<file path="src/rtl/muldiv_unit.sv">
// Iterative multiply/divide unit with HI/LO result registers: one radix-2 step per cycle, fixed latency.
// Optional macro MULDIV_SIGNED_EN enables signed MULT/DIV; otherwise op_i[0] is ignored.
module muldiv_unit #(
  parameter int WIDTH = 32
) (
  input  logic             clk_i,
  input  logic             rst_i,
  input  logic             start_i,
  input  logic [1:0]       op_i,
  input  logic [WIDTH-1:0] a_i,
  input  logic [WIDTH-1:0] b_i,
  input  logic             flush_i,
  input  logic             hi_we_i,
  input  logic             lo_we_i,
  input  logic [WIDTH-1:0] wdata_i,
  output logic             busy_o,
  output logic             done_o,
  output logic             divzero_o,
  output logic [WIDTH-1:0] hi_o,
  output logic [WIDTH-1:0] lo_o
);

  localparam int CW = $clog2(WIDTH);

  typedef enum logic [1:0] {IDLE, CALC, FIX} state_t;

  state_t           state_q, state_d;
  logic [CW-1:0]    cnt_q, cnt_d;
  logic             is_div_q, is_div_d;
  logic [WIDTH-1:0] acc_hi_q, acc_hi_d;
  logic [WIDTH-1:0] acc_lo_q, acc_lo_d;
  logic [WIDTH-1:0] opb_q, opb_d;
  logic [WIDTH-1:0] hi_q, hi_d;
  logic [WIDTH-1:0] lo_q, lo_d;
  logic             done_q, done_d;
  logic             divzero_q, divzero_d;

  logic [WIDTH-1:0]   a_mag, b_mag;
  logic [WIDTH:0]     sum, rem_sh, diff;
  logic [2*WIDTH-1:0] prod, prod_fix;
  logic [WIDTH-1:0]   q_fix, r_fix;
  logic               accept;

  assign busy_o    = (state_q != IDLE);
  assign done_o    = done_q;
  assign divzero_o = divzero_q;
  assign hi_o      = hi_q;
  assign lo_o      = lo_q;
  assign accept    = (state_q == IDLE) && start_i && !flush_i;

  // Multiply: accumulate into the high half, shift the multiplier out of the low half.
  assign sum    = {1'b0, acc_hi_q} + (acc_lo_q[0] ? {1'b0, opb_q} : {(WIDTH+1){1'b0}});
  // Divide: partial remainder lives in acc_hi, quotient bits shift into acc_lo.
  assign rem_sh = {acc_hi_q, acc_lo_q[WIDTH-1]};
  assign diff   = rem_sh - {1'b0, opb_q};
  assign prod   = {acc_hi_q, acc_lo_q};

`ifdef MULDIV_SIGNED_EN
  logic a_neg, b_neg;
  logic neg_q, aneg_q;

  assign a_neg = op_i[0] & a_i[WIDTH-1];
  assign b_neg = op_i[0] & b_i[WIDTH-1];
  assign a_mag = a_neg ? -a_i : a_i;
  assign b_mag = b_neg ? -b_i : b_i;

  // The most-negative / -1 case needs no special handling: negating 2^(WIDTH-1) wraps to itself.
  assign prod_fix = neg_q  ? -prod     : prod;
  assign q_fix    = neg_q  ? -acc_lo_q : acc_lo_q;
  assign r_fix    = aneg_q ? -acc_hi_q : acc_hi_q;

  always_ff @(posedge clk_i or negedge rst_i) begin
    if (!rst_i) begin
      neg_q  <= 1'b0;
      aneg_q <= 1'b0;
    end else if (accept) begin
      neg_q  <= a_neg ^ b_neg;
      aneg_q <= a_neg;
    end
  end
`else
  logic unused_op0;

  assign unused_op0 = op_i[0];
  assign a_mag      = a_i;
  assign b_mag      = b_i;
  assign prod_fix   = prod;
  assign q_fix      = acc_lo_q;
  assign r_fix      = acc_hi_q;
`endif

  always_comb begin
    state_d   = state_q;
    cnt_d     = cnt_q;
    is_div_d  = is_div_q;
    acc_hi_d  = acc_hi_q;
    acc_lo_d  = acc_lo_q;
    opb_d     = opb_q;
    hi_d      = hi_q;
    lo_d      = lo_q;
    done_d    = 1'b0;
    divzero_d = 1'b0;

    if (!busy_o && hi_we_i) hi_d = wdata_i;
    if (!busy_o && lo_we_i) lo_d = wdata_i;

    if (flush_i) begin
      state_d = IDLE;
    end else begin
      case (state_q)
        IDLE: begin
          if (start_i) begin
            state_d  = CALC;
            cnt_d    = '0;
            is_div_d = op_i[1];
            acc_hi_d = '0;
            acc_lo_d = a_mag;
            opb_d    = b_mag;
          end
        end
        CALC: begin
          if (is_div_q) begin
            acc_hi_d = diff[WIDTH] ? rem_sh[WIDTH-1:0] : diff[WIDTH-1:0];
            acc_lo_d = {acc_lo_q[WIDTH-2:0], ~diff[WIDTH]};
          end else begin
            {acc_hi_d, acc_lo_d} = {sum, acc_lo_q[WIDTH-1:1]};
          end
          cnt_d = cnt_q + 1'b1;
          if (cnt_q == CW'(WIDTH-1)) state_d = FIX;
        end
        FIX: begin
          state_d = IDLE;
          done_d  = 1'b1;
          if (is_div_q) begin
            divzero_d = (opb_q == '0);
            lo_d      = (opb_q == '0) ? {WIDTH{1'b1}} : q_fix;
            hi_d      = r_fix;
          end else begin
            {hi_d, lo_d} = prod_fix;
          end
        end
        default: state_d = IDLE;
      endcase
    end
  end

  always_ff @(posedge clk_i or negedge rst_i) begin
    if (!rst_i) begin
      state_q   <= IDLE;
      cnt_q     <= '0;
      is_div_q  <= 1'b0;
      acc_hi_q  <= '0;
      acc_lo_q  <= '0;
      opb_q     <= '0;
      hi_q      <= '0;
      lo_q      <= '0;
      done_q    <= 1'b0;
      divzero_q <= 1'b0;
    end else begin
      state_q   <= state_d;
      cnt_q     <= cnt_d;
      is_div_q  <= is_div_d;
      acc_hi_q  <= acc_hi_d;
      acc_lo_q  <= acc_lo_d;
      opb_q     <= opb_d;
      hi_q      <= hi_d;
      lo_q      <= lo_d;
      done_q    <= done_d;
      divzero_q <= divzero_d;
    end
  end

endmodule

</file>
<file path="config.mk">
export PLATFORM = sky130hd
export DESIGN_NAME = muldiv_unit
export DESIGN_NICKNAME = d
export VERILOG_FILES = /design/src/rtl/muldiv_unit.sv
export SDC_FILE = /design/constraint.sdc
export NUM_CORES = 1
export LEC_CHECK = 0
export ABC_CLOCK_PERIOD_IN_PS = 6900
export CAP_MARGIN = 20
export CORE_ASPECT_RATIO = 0.9
export CORE_MARGIN = 2
export CORE_UTILIZATION = 44
export DETAILED_ROUTE_END_ITERATION = 8
export PLACE_DENSITY_LB_ADDON = 0.15
export SLEW_MARGIN = 20
export SYNTH_ARGS = -nofsm -noshare
export SYNTH_HDL_FRONTEND = slang
export SYNTH_SLANG_ARGS = --single-unit
</file>
<file path="constraint.sdc">
create_clock -name clk_i -period 6.9 [get_ports clk_i]
set_input_delay 0.69 -clock clk_i [delete_from_list [all_inputs] [get_ports clk_i]]
set_output_delay 0.69 -clock clk_i [all_outputs]
set_load 0.01 [all_outputs]
</file>
* Word-level counts from Yosys, hierarchy flattened
Cells that the tools add are included.
Word-level totals: flip-flop bits (word level) 170, output and inout bits 67, input port bits 104, word-level logic and storage cells 58
Cells by class: equal/unequal tests 6, bitwise logic cells 2, multiplexer cells 27, add/subtract/negate cells 3, reduce and logical (&&, ||, !) cells 10
Operators with widths (number):
- $mux 32 | 14
- $pmux 32 s2 | 2
- $add 32x32->33 | 1
- $sub 33x32->33 | 1
- $logic_not 32->1 | 1
- $pmux 5 s2 | 1
- $mux 2 | 3
- $ne 3x3->1 const B | 2
- $reduce_and 3->1 | 2
- $add 5x1->5 const B | 1
- $eq 5x5->1 const B | 1
- $mux 1 | 5
- $mux 5 | 1
- $pmux 2 s2 | 1
- $reduce_bool 2->1 | 2
- $eq 2x1->1 const B | 1
- $eq 2x2->1 const B | 1
- $logic_and 1x1->1 | 2
- $logic_not 2->1 | 1
- $ne 2x2->1 const B | 1
- $not 1->1 | 2
- $reduce_and 2->1 | 1
- $logic_not 1->1 | 1

* Longest topological paths before layout
word-level depth 6, gate-level depth with buffers 13, depth with buffers taken out 12

* Worst setup path before layout
No wires, ideal clock.
path kind register to register, start register acc_lo_q[31], end register acc_hi_q[25], required time 6.774 ns, clock period less this slack 2.854 ns, arrival time 2.728 ns, library setup time 0.126 ns, path buffers 2, slack 4.046 ns, cell stages (with the launch flop) 14, path through dfrtp_1 inv_1 ha_1 fa_1 nand2b_1 a21oi_1 o21ai_1 a2111oi_2 nor4_1 and3b_1 buf_6 buf_8 o22ai_1 a221o_1
On the way: word-level cells in the longest chain between the ends 4
RTL lines:
- from (decl) | line 31 | logic [WIDTH-1:0] acc_lo_q, acc_lo_d;
- from (signal assigned) | line 164 | acc_lo_q <= acc_lo_d;
- $sub 33x32->33 | line 55 | assign diff = rem_sh - {1'b0, opb_q};
- $mux 32 | line 123 | acc_hi_d = diff[WIDTH] ? rem_sh[WIDTH-1:0] : diff[WIDTH-1:0];
- $mux 32 | line 122 | if (is_div_q) begin
- $pmux 32 s2 | line 110 | case (state_q)
- to (signal assigned) | line 163 | acc_hi_q <= acc_hi_d;
- to (decl) | line 30 | logic [WIDTH-1:0] acc_hi_q, acc_hi_d;
No other way between the ends. A chain may end at the register's enable or synchronous reset.

* Worst setup path after layout
start register acc_lo_q[31], end register acc_hi_q[18]
Same word-level chain as after synthesis.

==> flow_summary.yaml <==
status:
  status: "complete, no violations"
critical_path:
  crit_slowest_cell: "and3b_2"
  reg2reg_slack_ps: 2700
  end_kind: "flop"
  reg2reg_depth: 12
  critPathMaxFanout: 22
  reg2reg_to: "acc_hi_q[18]"
  path_cells: "inv_1, ha_1, fa_1, nand2b_1, a21oi_1, o21ai_1, a2111oi_2, nor4_1, and3b_2, buf_4, mux2i_1, o221ai_1"
  cp.arrival_ps: 4500
  required_ps: 7190
  cp-start-kind: "flop"
  crit_path_max_incr_delay_ps: 700
  regToRegStartpoint: "acc_lo_q[31]"
  setup.worst_path.class: "flop to flop"
grt:
  track_usage: 0.2736
  grt_start_max_net_pins: 83
  grt_pass1_vias: 10990
  grt_overflow: 0
  antenna_found_initial: 0
  grt_pass1_wl_mm: 61.39
cts:
  cts_tree: "built"
  htreeDepth: 4
  cts_resized: 0
  post_cts_buffers: 0
  cts_buffers: 17
  cts.sinks: 170
  clockRootBuffer: "clkbuf_16"
  clk_pin_slew_ps: 80
  hold_buffers: 0
  clock_path_buffers: 2
  insertion_delay_ps: 450
pwr:
  ir_drop_mv: 0.1757
  swShare: 0.4231
  seqPwrFrac: 0.314
  clockPowerShare: 0.217
  intPower_uw: 2748
  p_leak_uw: 0.006605
  pwr-share-comb: 0.469
  switchingPower_uw: 2015
  power_density_mw_per_mm2: 327.4
  fin_total_pwr_uw: 4763
routing:
  drtAntennaViolNets: 0
  wl_per_cell_um: 20.30
  wl_met2_mm: 17.61
  m1WireLength_mm: 17.89
  drcViolationCount: 0
  met3_length_mm: 2.143
  dr.pass1.iters: 7
  highest-signal-layer: "met4"
  num_vias: 11380
  wl_mm: 38.78
  via_per_inst: 5.958
  drt_iter0_drc: 1013
synth:
  synth_area_leaders: "dfrtp_1 (35%), o21ai_0 (7.6%), mux2i_1 (7.4%)"
  synth_top_area_frac: 0.3541
  yosysUniqueCellTypes: 73
  synth_area_mm2: 0.01201
  ys_top_cells_by_count: "nand2_1 (226), o21ai_0 (182), dfrtp_1 (170)"
  synth_edf_count: 0
  yosys.cell_count.top_type: "nand2_1"
  synth_seq_cells: 170
  synth_cells: 1423
  synth-seq-area-share: 0.3541
  yosysWarnings: 0
  yosys.area.top_type: "dfrtp_1"
  synthesis.nets: 1595
  synth-main-ff-cell: "dfrtp_1"
  synth_area_per_cell_um2: 8.442
  synthArstFlopShare: 1.000
cells_and_area:
  post-route-cell-area_mm2: 0.01455
  num_antenna_cells: 0
  nNetsFinal: 1715
  fin_util: 0.5411
  layout-drive-gt1-share: 0.04692
  syn2layout_area_growth_pct: 21.11
floorplanning:
  io_pins: 171
  die-area_mm2: 0.02864
  die_w_um: 178.2
  core_area_mm2: 0.02689
  start_util: 0.4468
  fp-row-count: 57
  fp.dieH_um: 160.8
placed_design:
  place_congestion: 0.9303
  hpwlAfterDp_mm: 28.10
  io_buffers: 169
  place_area_mm2: 0.01393
  post-place-ws_ps: 2823
sta:
  fin_ws_ps: 2696
  slew_violations: 0
  worst-slew-pin-transition_ps: 1082
  fmax_mhz: 237.9
  max_slew_margin: 0.2786
  rsz0062_at_grt: "false"
  layout_min_cycle_time_ps: 4204
  skew_ps: 17.83
  fin_crit_sh: 0.6093
  setup_viol: 0
  hold_violations: 0
  finalSetupTns_ps: 0
min_path:
  min_path_type: "input pin to asynchronous set/reset pin"
run:
  maxCapViolations: 0
-- cells by family after synthesis --
| logic type | after synthesis | synth area share |
|---|---|---|
| flip-flops | 170 | 0.3541 |
| adder cells (fa/ha/maj) | 68 | 0.07208 |
| multiplexers | 95 | 0.08009 |
| AND/OR/NAND/NOR | 458 | 0.1781 |
| buffers and inverters | 136 | 0.04593 |
| AO/OA/AOI/OAI | 452 | 0.2376 |
| XOR/XNOR | 44 | 0.03208 |
-- state kept, by name (all words and copies together) (netlist names) --
register,flops
acc_lo_q,32
lo_o,32
done_o,1
state_q,2
is_div_q,1
opb_q,32
hi_o,32
acc_hi_q,32
cnt_q,5
divzero_o,1
-- cells in the final DEF (no fill, tap or decap), types with 7 or more instances in the layout --
cell type	Yosys	final
a21o_1	40	40
nand4_1	13	13
o21ai_0	182	182
buf_4	1	15
nor2b_1	7	7
a22oi_1	50	50
nor4_1	11	11
inv_1	53	52
a21oi_1	67	67
a31oi_1	11	11
clkbuf_16	0	17
nand3_1	43	43
xor2_1	16	16
nor2_1	45	45
nand2b_1	13	13
mux2i_1	89	89
and2_1	37	36
ha_1	66	66
and3_1	17	17
xnor2_1	28	28
nor3_1	23	23
o21a_1	8	8
nand2_1	226	225
clkdlybuf4s50_1	0	168
o21bai_1	10	10
a211oi_1	14	14
dfrtp_1	170	169
-- final cells by class --
class | instances | area, um2
fill | 2543 | 12340
multi-input combinational | 1117 | 7228
sequential | 170 | 4255
timing repair buffer | 184 | 1805
tap | 354 | 442.9
clock buffer | 18 | 439.2
inverter | 53 | 198.9
clock inverter | 14 | 178.9
-- power by group through the flow --
stage          clock, uW  combinational, uW  sequential (uW)
2_1_floorplan          0               1580             1410
3_3_place_gp           0               2170             1510
3_5_place_dp           0               2200             1510
4_1_cts             1050               2210             1490
5_1_grt             1090               2450             1520
6_report            1030               2240             1500
-- stage by stage --
step / std cells / hold WS (ps)
after CTS: 1910 / 312.9
after detailed placement: 1878 / 507.2
after global placement: 1878 / 497.6
final: 1910 / 261.6
after global routing: 1910 / 330.2
after floorplan: 1423 / 394.4
-- worst max-delay path, delay by kind of cell (launching register included) --
family | cells | cell delay, ps
AO/OA/AOI/OAI | 4 | 1250
adder cells (fa/ha/maj) | 2 | 660
buffers and inverters | 2 | 510
flip-flops | 1 | 400
multiplexers | 1 | 230
AND/OR/NAND/NOR | 3 | 1000
-- how the worst max path moves through the flow --
| stage | start | to | slack, ps | cells after the start |
|---|---|---|---|---|
| 6_report | acc_lo_q[31] | acc_hi_q[18] | 2700 | 12 |
| 3_3_place_gp | acc_lo_q[31] | acc_hi_q[25] | 2860 | 12 |
| 5_1_grt | acc_lo_q[0] | acc_hi_q[31] | 2490 | 13 |
| 4_1_cts | acc_lo_q[31] | acc_hi_q[15] | 2810 | 12 |
| 2_1_floorplan | acc_lo_q[31] | acc_hi_q[25] | 4050 | 13 |
| 3_5_place_dp | acc_lo_q[31] | acc_hi_q[15] | 2820 | 12 |
-- metal layers --
metal  vias to the layer above  GRT usage
li1                       5394          -
met3                        63    0.04096
met5                         -          0
met1                      5534     0.3897
met2                       388     0.4253
met4                         0    0.09128
Note: power is estimated with default switching activity, not from simulation.
